`src/rtl/mips_cpu_seq_pkg.sv`:
```
// Shared types for the multi-cycle memory sequencer: FSM states, memory opcodes
// and the opcode classifier used to pick the bus sequence for an instruction.
package mips_cpu_seq_pkg;

    typedef enum logic [2:0] {
        RUN,
        RMW_CAPTURE,
        RMW_WRITE,
        HALTED,
        ERROR
    } state_t;

    typedef enum logic [1:0] {
        CLS_NONMEM,
        CLS_LOAD,
        CLS_SW,
        CLS_PSTORE
    } op_class_t;

    localparam logic [5:0] OP_LB  = 6'h20;
    localparam logic [5:0] OP_LH  = 6'h21;
    localparam logic [5:0] OP_LWL = 6'h22;
    localparam logic [5:0] OP_LW  = 6'h23;
    localparam logic [5:0] OP_LBU = 6'h24;
    localparam logic [5:0] OP_LHU = 6'h25;
    localparam logic [5:0] OP_LWR = 6'h26;
    localparam logic [5:0] OP_SB  = 6'h28;
    localparam logic [5:0] OP_SH  = 6'h29;
    localparam logic [5:0] OP_SW  = 6'h2B;

    // Partial stores (SB/SH) need a read-merge-write; full-word SW does not.
    function automatic op_class_t op_class(input logic [5:0] opcode);
        case (opcode)
            OP_LB, OP_LH, OP_LWL, OP_LW, OP_LBU, OP_LHU, OP_LWR: op_class = CLS_LOAD;
            OP_SW:                                              op_class = CLS_SW;
            OP_SB, OP_SH:                                       op_class = CLS_PSTORE;
            default:                                            op_class = CLS_NONMEM;
        endcase
    endfunction

endpackage

```
`src/rtl/mips_cpu_wait_timer.sv`:
```
// Saturating count of consecutive wait-request cycles; flags the edge on which
// the WAIT_TIMEOUT-th consecutive waiting cycle completes.
module mips_cpu_wait_timer #(
    parameter int WAIT_TIMEOUT = 255,
    parameter int CNT_W        = 16
) (
    input  logic clk,
    input  logic reset,
    input  logic clk_enable,
    input  logic waiting,
    output logic expired
);

    localparam logic [CNT_W-1:0] LIMIT = CNT_W'(WAIT_TIMEOUT);
    localparam logic [CNT_W-1:0] LAST  = CNT_W'(WAIT_TIMEOUT - 1);

    logic [CNT_W-1:0] count;

    always_ff @(posedge clk or negedge reset) begin
        if (!reset) begin
            count <= '0;
        end else if (clk_enable) begin
            if (!waiting) begin
                count <= '0;
            end else if (count != LIMIT) begin
                count <= count + 1'b1;
            end
        end
    end

    // Fires during the cycle whose edge brings the count up to WAIT_TIMEOUT.
    assign expired = clk_enable && waiting && (count >= LAST);

endmodule

```
`src/rtl/mips_cpu_mem_sequencer.sv`:
```
// Multi-cycle memory controller beside the main decoder: stalls the PC during
// bus waits, runs SB/SH as read-merge-write, and detects halt and bus timeout.
import mips_cpu_seq_pkg::*;

module mips_cpu_mem_sequencer #(
    parameter int WAIT_TIMEOUT = 255,
    parameter int CNT_W        = 16
) (
    input  logic       clk,
    input  logic       reset,
    input  logic       clk_enable,
    input  logic [5:0] opcode,
    input  logic       instr_waitrequest,
    input  logic       data_waitrequest,
    input  logic       active,
    output logic       stall,
    output logic       storeloop,
    output logic       data_read,
    output logic       data_write,
    output logic       halted,
    output logic       bus_error
);

    state_t    state;
    state_t    state_next;
    op_class_t op_cls;
    logic      waiting;
    logic      expired;

    assign op_cls = op_class(opcode);

    mips_cpu_wait_timer #(
        .WAIT_TIMEOUT(WAIT_TIMEOUT),
        .CNT_W       (CNT_W)
    ) u_wait_timer (
        .clk       (clk),
        .reset     (reset),
        .clk_enable(clk_enable),
        .waiting   (waiting),
        .expired   (expired)
    );

    // Mealy outputs; the safe default (stalled, bus idle) also covers reset and freeze.
    always_comb begin
        stall      = 1'b1;
        storeloop  = 1'b0;
        data_read  = 1'b0;
        data_write = 1'b0;
        waiting    = 1'b0;
        halted     = reset && (state == HALTED);
        bus_error  = reset && (state == ERROR);
        if (reset && clk_enable) begin
            case (state)
                RUN: begin
                    if (active && instr_waitrequest) begin
                        waiting = 1'b1;
                    end else if (active) begin
                        case (op_cls)
                            CLS_LOAD: begin
                                data_read = 1'b1;
                                stall     = data_waitrequest;
                                waiting   = data_waitrequest;
                            end
                            CLS_SW: begin
                                data_write = 1'b1;
                                stall      = data_waitrequest;
                                waiting    = data_waitrequest;
                            end
                            CLS_PSTORE: begin
                                data_read = 1'b1;
                                waiting   = data_waitrequest;
                            end
                            default: stall = 1'b0;
                        endcase
                    end
                end
                RMW_CAPTURE: storeloop = 1'b1;
                RMW_WRITE: begin
                    storeloop  = 1'b1;
                    data_write = 1'b1;
                    stall      = data_waitrequest;
                    waiting    = data_waitrequest;
                end
                default: ;
            endcase
        end
    end

    // A timeout overrides every other transition; HALTED and ERROR only leave via reset.
    always_comb begin
        state_next = state;
        case (state)
            RUN: begin
                if (!active) begin
                    state_next = HALTED;
                end else if (!instr_waitrequest && op_cls == CLS_PSTORE && !data_waitrequest) begin
                    state_next = RMW_CAPTURE;
                end
            end
            RMW_CAPTURE: state_next = RMW_WRITE;
            RMW_WRITE: begin
                if (!data_waitrequest) begin
                    state_next = RUN;
                end
            end
            default: ;
        endcase
        if (expired) begin
            state_next = ERROR;
        end
    end

    always_ff @(posedge clk or negedge reset) begin
        if (!reset) begin
            state <= RUN;
        end else if (clk_enable) begin
            state <= state_next;
        end
    end

endmodule

```
`config.mk`:
```
export PLATFORM = sky130hd
export DESIGN_NAME = mips_cpu_mem_sequencer
export DESIGN_NICKNAME = d
export VERILOG_FILES = /design/src/rtl/mips_cpu_seq_pkg.sv /design/src/rtl/mips_cpu_wait_timer.sv /design/src/rtl/mips_cpu_mem_sequencer.sv
export SDC_FILE = /design/constraint.sdc
export NUM_CORES = 1
export LEC_CHECK = 0
export CAP_MARGIN = 15
export CELL_PAD_IN_SITES_DETAIL_PLACEMENT = 1
export CELL_PAD_IN_SITES_GLOBAL_PLACEMENT = 2
export CORE_MARGIN = 10
export CORE_UTILIZATION = 30
export DETAILED_ROUTE_END_ITERATION = 7
export PLACE_DENSITY_LB_ADDON = 0.1
export SYNTH_ARGS = -nofsm -noshare
export SYNTH_HDL_FRONTEND = slang
export SYNTH_SLANG_ARGS = --single-unit
```
`constraint.sdc`:
```
create_clock -name clk -period 1.9 [get_ports clk]
set_clock_uncertainty 0.2 [all_clocks]
set_input_delay 0.19 -clock clk [delete_from_list [all_inputs] [get_ports clk]]
set_output_delay 0.19 -clock clk [all_outputs]
set_load 0.01 [all_outputs]
```
==> summary.txt, run 1 <==
Synth
  – Yosys reg bits: 19
  – Seq/Total Area, Yosys: approximately 34%
  – Post-Synth Adder-Cell Area: 4.51%
  – Largest family of logic cells by synthesized area: simple AND/OR/NAND/NOR gates
  – Ys async rst share: 100%
  – Post-synth EDFFs: 0
  – Avg Synthesized Cell Area: between 9 and 10 um^2
  – Xor/xnor cell area share of the yosys netlist: 2.53%
  – Yosys cell types: 46
  – Ys flop type: dfrtp_1
  – Synth warn: 0
  – Mux cell area share after synthesis: 1.44%
  – Simple-gate share of the synthesized area: between 30% and 40%
  – Post-Synthesis Cells: between 150 and 200
  – Cell Area, Synth: 1390 um^2
  – Syn nets: approximately 170
  – Synth Area in Compound Gates: 20.8%

CTS
  – CTS tree: done
  – CTS max path bufs: 2
  – Worst-Skew Late Latency: roughly 0.26 ns
  – Root Buffer: clkbuf_8
  – Sinks on the clock net: 19
  – Clock slew at reported path FFs: 0.08 ns
  – CTS Buf Count: 3
  – Htree depth: 1

Drt
  – Drt pass-1 iters: 4
  – Via density: 5.56
  – Initial DRC Count: 78
  – Residual DRC count: 0
  – Vias: 1480
  – Final ANT Viol Nets: 0
  – Routed WL: around 4800 um
  – DR WL/cell: around 18 um

Global route
  – Vias in the first global route: ~1700
  – Global-route wire length before repair: 8420 um
  – Total gr overflow: 0
  – Initial antenna violation count: 0
  – Total track usage: 13.5%
  – Largest net degree at the start of global routing: 13

Power
  – Pwr/cell area: roughly 580 nW/um^2
  – Maximum VDD drop: 243 uV
  – Pleak: between 0.8 and 0.9 nW
  – Power, Total: between 1 and 1.5 mW

Floorplan
  – Num rows: 24
  – Die W: 88.0 um
  – Die area: just under 8000 um^2
  – Die Height: approximately 88 um
  – Top Ports: 18
  – Initial Util: 31.4%
  – Core area: between 4000 and 5000 um^2

Placed design
  – Routability Congestion: ~0.8
  – DP Worst Slack: -0.971 ns
  – Port Buffers: 17
  – Placed wire-length estimate: between 3000 and 4000 um

Cells and area
  – Footprint of the multi-input gates: around 990 um^2
  – Share of layout cells above drive strength 1: between 40% and 50%
  – Diodes inserted: 0
  – Area Overhead vs Synth: 53.4%
  – FILL cells: approximately 520
  – Seq. cell area: approximately 480 um^2
  – Net count, final: approximately 230
  – Fin util: between 40% and 50%

STA
  – Unrepaired setup endpoints after global routing: true
  – Worst rel slew slack: just over 70%
  – Worst Tran Pin Value: 0.415 ns
  – Crit share post-route: 115%
  – Final setup fails: 20
  – Final hold viol count: 0
  – Tmin final: roughly 2.2 ns
  – Slew Limit Fails: 0
  – Setup TNS: -4.51 ns
  – PnR worst setup slack: -0.289 ns
  – Max Freq: between 400 and 500 MHz

Critical path
  – R2r worst-path depth: 4
  – Crit start category: input port
  – Crit Reg-Reg Startpoint: u_wait_timer.count[13]$_DFFE_PN0P_
  – Worst setup EP type: output pin
  – CP required: 1.51 ns
  – CP Max Fanout: 2
  – Worst r2r dst: u_wait_timer.count[1]$_DFFE_PN0P_
  – Critical path class: in2out
  – Register-to-register setup slack: -0.16 ns
  – Arrival time worst endpoint: approximately 1.8 ns

Flow run
  – Maxcap violations: 0

Status
  – Status: complete, but fails checks
  – Failing checks: setup timing

Worst hold path
  – Worst min-delay path class: in2async
==> synth_stat cells, types with 2 or more instances <==
master	instances	area (um^2)
dfrtp_1	19	475
a21oi_1	14	70.1
inv_1	8	30.0
nor2_1	8	30.0
o21ai_0	8	40.0
o31ai_1	7	52.6
nand2_1	6	22.5
nand3_1	6	30.0
or4_1	6	45.0
ha_1	5	62.6
nand2b_1	5	31.3
nor4_1	5	31.3
or3_1	5	31.3
nand4_1	4	25.0
xnor2_1	4	35.0
clkbuf_1	3	11.3
nor3_1	3	15.0
or4_4	3	33.8
a21o_1	2	15.0
buf_6	2	22.5
mux2i_1	2	20.0
nor2b_1	2	12.5
o22ai_1	2	12.5
==> sequential cells by signal, summed over array words and instances, names as in the netlist <==
name and cells:
u_wait_timer.count 16, state 3
==> logic make-up after synthesis <==
family,count (synthesis)
AND/OR/NAND/NOR,65
AO/OA/AOI/OAI,43
flip-flops,19
buffers and inverters,14
adder cells (fa/ha/maj),5
XOR/XNOR,4
multiplexers,2
==> per-stage QoR <==
step	hold WS, ns	instances	cell area [um^2]
6_report	0.0441	266	2130
5_1_grt	0.0575	266	2130
4_1_cts	0.0408	266	2110
3_5_place_dp	0.370	257	1940
3_3_place_gp	0.354	257	1940
2_1_floorplan	-0.306	152	1430
==> how the worst max path moves through the flow <==
stage | start | to | slack (ns) | depth (start not counted)
after floorplan | u_wait_timer.count[9]$_DFFE_PN0P_ | u_wait_timer.count[0]$_DFFE_PN0P_ | -0.1 | 4
after global placement | opcode[1] | stall | -0.93 | 9
after detailed placement | opcode[1] | stall | -0.97 | 9
after CTS | opcode[4] | stall | -0.33 | 9
after global routing | opcode[4] | stall | -0.38 | 9
final | opcode[4] | stall | -0.29 | 9
==> worst max-delay path: stages <==
cell	delay, ns
buf_6	0.09
nand2b_4	0.13
or4b_4	0.56
inv_4	0.08
ha_4	0.19
a21oi_2	0.10
o21ai_1	0.07
a211o_1	0.26
buf_2	0.14
==> cell usage in the layout, fill, tap and decap left out, types with 2 or more instances in the layout <==
cell / count
buf_4: 42
or4_4: 3
buf_2: 6
dfrtp_1: 18
or4b_4: 2
nor2_1: 8
nand2b_4: 2
a21o_1: 2
nand3_1: 6
nand2b_1: 3
clkdlybuf4s50_1: 4
mux2i_1: 2
ha_1: 3
dlygate4sd2_1: 4
buf_6: 2
or3_1: 5
nor2_4: 2
xnor2_1: 4
o22ai_2: 2
nor3_1: 2
nand4_1: 4
nand2_1: 6
a21oi_2: 13
o31ai_1: 7
nor4_1: 5
or4_1: 6
o21ai_1: 2
nor2b_1: 2
o21ai_0: 6
inv_1: 6
clkbuf_8: 3
==> repair_timing <==
item | 4_1_cts | 5_1_grt
gates resized for setup | 58 | 8
setup endpoints to repair | 25 | 22
buffers inserted | 2 | 0
pin swaps | 11 | 8
cloned | 2 | 0
hold buffers | 1 | 0
hold endpoints to repair | 7 | 0
==> layout make-up <==
type | instances | share of cell area, %
multi-input cells | 120 | 46.4
clock buffers | 3 | 1.94
repair buffers | 63 | 24.5
inverters | 8 | 1.53
flip-flops and latches | 19 | 22.4
clock inverters | 1 | 0.235
well taps | 52 | 3.06
==> where the power goes <==
group          internal [mW]  leakage, nW  switching, mW
sequential             0.429        0.259         0.0251
combinational          0.238        0.592          0.243
clock                  0.146       0.0255          0.150
==> layer usage <==
| metal | wire [um] | GRT usage [%] |
|---|---|---|
| met5 | 0 | 0 |
| met4 | 17 | 3.62 |
| met3 | 155 | 2.60 |
| met2 | 2490 | 24.0 |
| met1 | 2170 | 16.1 |
Power figures use the tool's default switching activity.
==> run 2: changes to the inputs <==
CORE_UTILIZATION = 31   (was 30)
SYNTH_HIERARCHICAL = 1   (was unset)
==> summary.txt, run 2 <==
Cells and area
  – Fin util: 50.9% (+2.7 points)
  – Net count, final: 278 (+20%)
  – Most common cell after layout, fill and taps aside: buf_4
  – Seq. cell area: 477 um^2 (unchanged)
  – Post-route cell area: 2430 um^2 (+14%)
  – Area Overhead vs Synth: 57.7%
  – Diodes inserted: 0 (unchanged)
  – Footprint of the multi-input gates: 1100 um^2 (+12%)
  – Top reg by flops: u_wait_timer/count
  – Most frequent cells in the layout: buf_4 (65), dfrtp_1 (18), nand2_1 (12)
  – Max reg flops: 16 (unchanged)
  – Biggest regs: u_wait_timer/count x16, state x3
  – Share of layout cells above drive strength 1: 44.2% (-0.16 points)
  – FILL cells: 579 (+11%)

Placed design
  – DP Worst Slack: -1.43 ns (-0.457 ns)
  – Port Buffers: 17 (unchanged)
  – Area post-placement: 2230 um^2 (+15%)
  – Placed wire-length estimate: 4220 um (+24%)
  – Routability Congestion: 0.843 (+7.6%)

Global route
  – GRT met1 Usage: 18.0% (+1.9 points)
  – GR peak layer: met2
  – Initial antenna violation count: 0 (unchanged)
  – Met2 global-route usage: 23.1% (-0.93 points)
  – Global-route wire length before repair: 9630 um (+14%)
  – Total track usage: 13.8% (+0.27 points)
  – Met3 usage: 2.33% (-0.27 points)
  – Vias in the first global route: 1878 (+7.6%)
  – Total gr overflow: 0 (unchanged)
  – Largest net degree at the start of global routing: 23 (+10)

CTS
  – CTS tree: done
  – Sinks on the clock net: 19 (unchanged)
  – CTS max path bufs: 2 (unchanged)
  – Worst-Skew Late Latency: 0.26 ns (about the same)
  – CTS Buf Count: 3 (unchanged)
  – Clock slew at reported path FFs: 0.08 ns (about the same)
  – Htree depth: 1 (unchanged)
  – CTS Hold Bufs: 0 (-1)
  – Root Buffer: clkbuf_8

Floorplan
  – Top Ports: 18 (unchanged)
  – Die area: 8200 um^2 (+6.0%)
  – Die Height: 90.6 um (+2.9%)
  – Die W: 90.6 um (+2.9%)
  – Initial Util: 32.3% (+0.86 points)
  – Num rows: 25 (+4.2%)
  – Core area: 4790 um^2 (+8.4%)

Synth
  – Yosys cell types: 52 (+13%)
  – Synth warn: 6 (+6)
  – Area leader, netlist: dfrtp_1
  – Ys async rst share: 100% (unchanged)
  – Post-synth EDFFs: 0 (unchanged)
  – Syn nets: 195 (+15%)
  – Post-synth top area share: 30.8% (-3.5 points)
  – Count leader, synth: dfrtp_1
  – Post-Synthesis Cells: 178 (+17%)
  – Avg Synthesized Cell Area: 8.67 um^2 (-4.9%)
  – Cell Area, Synth: 1540 um^2 (+11%)
  – Yosys reg bits: 19 (unchanged)
  – Seq/Total Area, Yosys: 30.8% (-3.5 points)
  – Ys flop type: dfrtp_1
  – Leading post-synthesis cells by cell area: dfrtp_1 (31%), ha_1 (4.1%), o21ai_0 (3.9%), nand3b_1 (3.9%), a22o_1 (3.4%)
  – Synth top cells by count: dfrtp_1 (19), nand2_1 (13), o21ai_0 (12), nor2_1 (11), inv_1 (10)

STA
  – Unrepaired setup endpoints after global routing: true
  – Final hold viol count: 0 (unchanged)
  – Slew Limit Fails: 0 (unchanged)
  – Worst rel slew slack: 66.7% (-5.2 points)
  – Crit share post-route: 128% (+13 points)
  – Fin Hold WS: 0.168 ns (+0.124 ns)
  – Final setup fails: 24 (+20%)
  – PnR worst setup slack: -0.533 ns (-0.244 ns)
  – Tmin final: 2.43 ns (+0.244 ns)
  – Max Freq: 411 MHz (-10%)
  – Worst Tran Pin Value: 0.494 ns (+0.0794 ns)

Drt
  – Vias: 1726 (+17%)
  – Via density: 5.28 (-5.1%)
  – Initial DRC Count: 83 (+6.4%)
  – Final ANT Viol Nets: 0 (unchanged)
  – Routed WL: 5580 um (+16%)
  – Residual DRC count: 0 (unchanged)
  – DR WL/cell: 17.1 um (-6.0%)
  – Drt pass-1 iters: 4 (unchanged)

Critical path
  – Arrival time worst endpoint: 2.43 ns (+0.63 ns)
  – Crit start category: input port
  – CP Max Fanout: 3 (+1)
  – Critical path class: in2reg
  – CP required: 1.89 ns (+0.38 ns)
  – Worst setup EP type: flop
  – Register-to-register setup slack: -0.39 ns (-0.23 ns)

Power
  – Combinational share of power: 45.1% (+6.0 points)
  – Pleak: 1.06 nW (+21%)
  – Sw power: 0.469 mW (+12%)
  – Pwr/cell area: 567 nW/um^2 (-2.1%)
  – Sw Ratio: 34.0% (about the same)
  – Clock power frac: 20.8% (-3.2 points)
  – P_int: 0.911 mW (+12%)
  – Maximum VDD drop: 251 uV (+3.5%)
  – Sequential power share: 34.0% (-2.9 points)

Status
  – Status: complete, but fails checks
  – Failing checks: setup timing

Worst hold path
  – Worst min-delay path class: in2async

Flow run
  – Maxcap violations: 0 (unchanged)
run 2: changes by cell type after synthesis, sizes merged, moves of 4 or more:
cell and delta:
a22o +6, clkbuf +4, or3 -5, nand2 +7, nor3 +7, o31ai -6
nand3b +8, o21ai +4, or4 -4, a21oi -11
run 2: critical path, stage by stage:
cell,delay (ns)
buf_6,0.09
nand2b_4,0.13
or4b_4,0.54
ha_4,0.19
o22ai_4,0.09
a22oi_2,0.08
nor3_2,0.16
nand4_1,0.21
nor4_4,0.24
buf_4,0.18
buf_6,0.09
nand3b_1,0.10
a22o_1,0.14
run 2: cell type report:
class / instances / area share (%)
multi-input combinational: 139 / 45.3
timing repair buffer: 88 / 28.2
sequential: 19 / 19.6
tap: 67 / 3.44
clock buffer: 4 / 1.85
inverter: 10 / 1.64
run 2: timing repair:
item | 4_1_cts | 5_1_grt
buffers inserted | 8 | 4
pin swaps | 22 | 7
gates resized for setup | 57 | 12
endpoints found under the setup margin | 25 | 25
run 2: layer usage:
metal	vias up	part of all wire, %
met5	-	0
met4	0	0.56
met3	4	3.7
met2	29	49
met1	850	47
li1	843	-
run 2: power groups by stage:
stage,Combinational [mW],Sequential [mW],Clock [mW]
after floorplan,0.296,0.463,0
after global placement,0.505,0.467,0
after detailed placement,0.529,0.467,0
after CTS,0.613,0.463,0.298
after global routing,0.686,0.477,0.326
final,0.623,0.469,0.288
run 2: final timing paths:
kind | cells past startpoint | startpoint | to
min in group clk | 1 | u_wait_timer/count[9]$_DFFE_PN0P_ | u_wait_timer/count[9]$_DFFE_PN0P_
setup / recovery | 13 | opcode[4] | u_wait_timer/count[5]$_DFFE_PN0P_
max in group asynchronous | 2 | reset | state[1]$_DFFE_PN0P_
hold reg to reg | 1 | u_wait_timer/count[9]$_DFFE_PN0P_ | u_wait_timer/count[9]$_DFFE_PN0P_
hold / removal | 2 | reset | u_wait_timer/count[7]$_DFFE_PN0P_
setup reg to reg | 6 | u_wait_timer/count[14]$_DFFE_PN0P_ | state[0]$_DFFE_PN0P_
run 2: cells by family after synthesis:
family | count (synthesis) | synth area share [%]
AO/OA/AOI/OAI | 47 | 23.1
XOR/XNOR | 1 | 0.567
adder cells (fa/ha/maj) | 5 | 4.05
buffers and inverters | 20 | 5.19
flip-flops | 19 | 30.8
multiplexers | 3 | 2.03
AND/OR/NAND/NOR | 83 | 34.3
run 2: per-stage QoR:
stage / total power [mW] / instances / TNS [ns]
4_1_cts: 1.37 / 324 / -9.12
2_1_floorplan: 0.759 / 178 / -11.76
3_3_place_gp: 0.972 / 313 / -25.30
5_1_grt: 1.49 / 327 / -12.02
3_5_place_dp: 0.996 / 313 / -26.98
6_report: 1.38 / 327 / -9.54
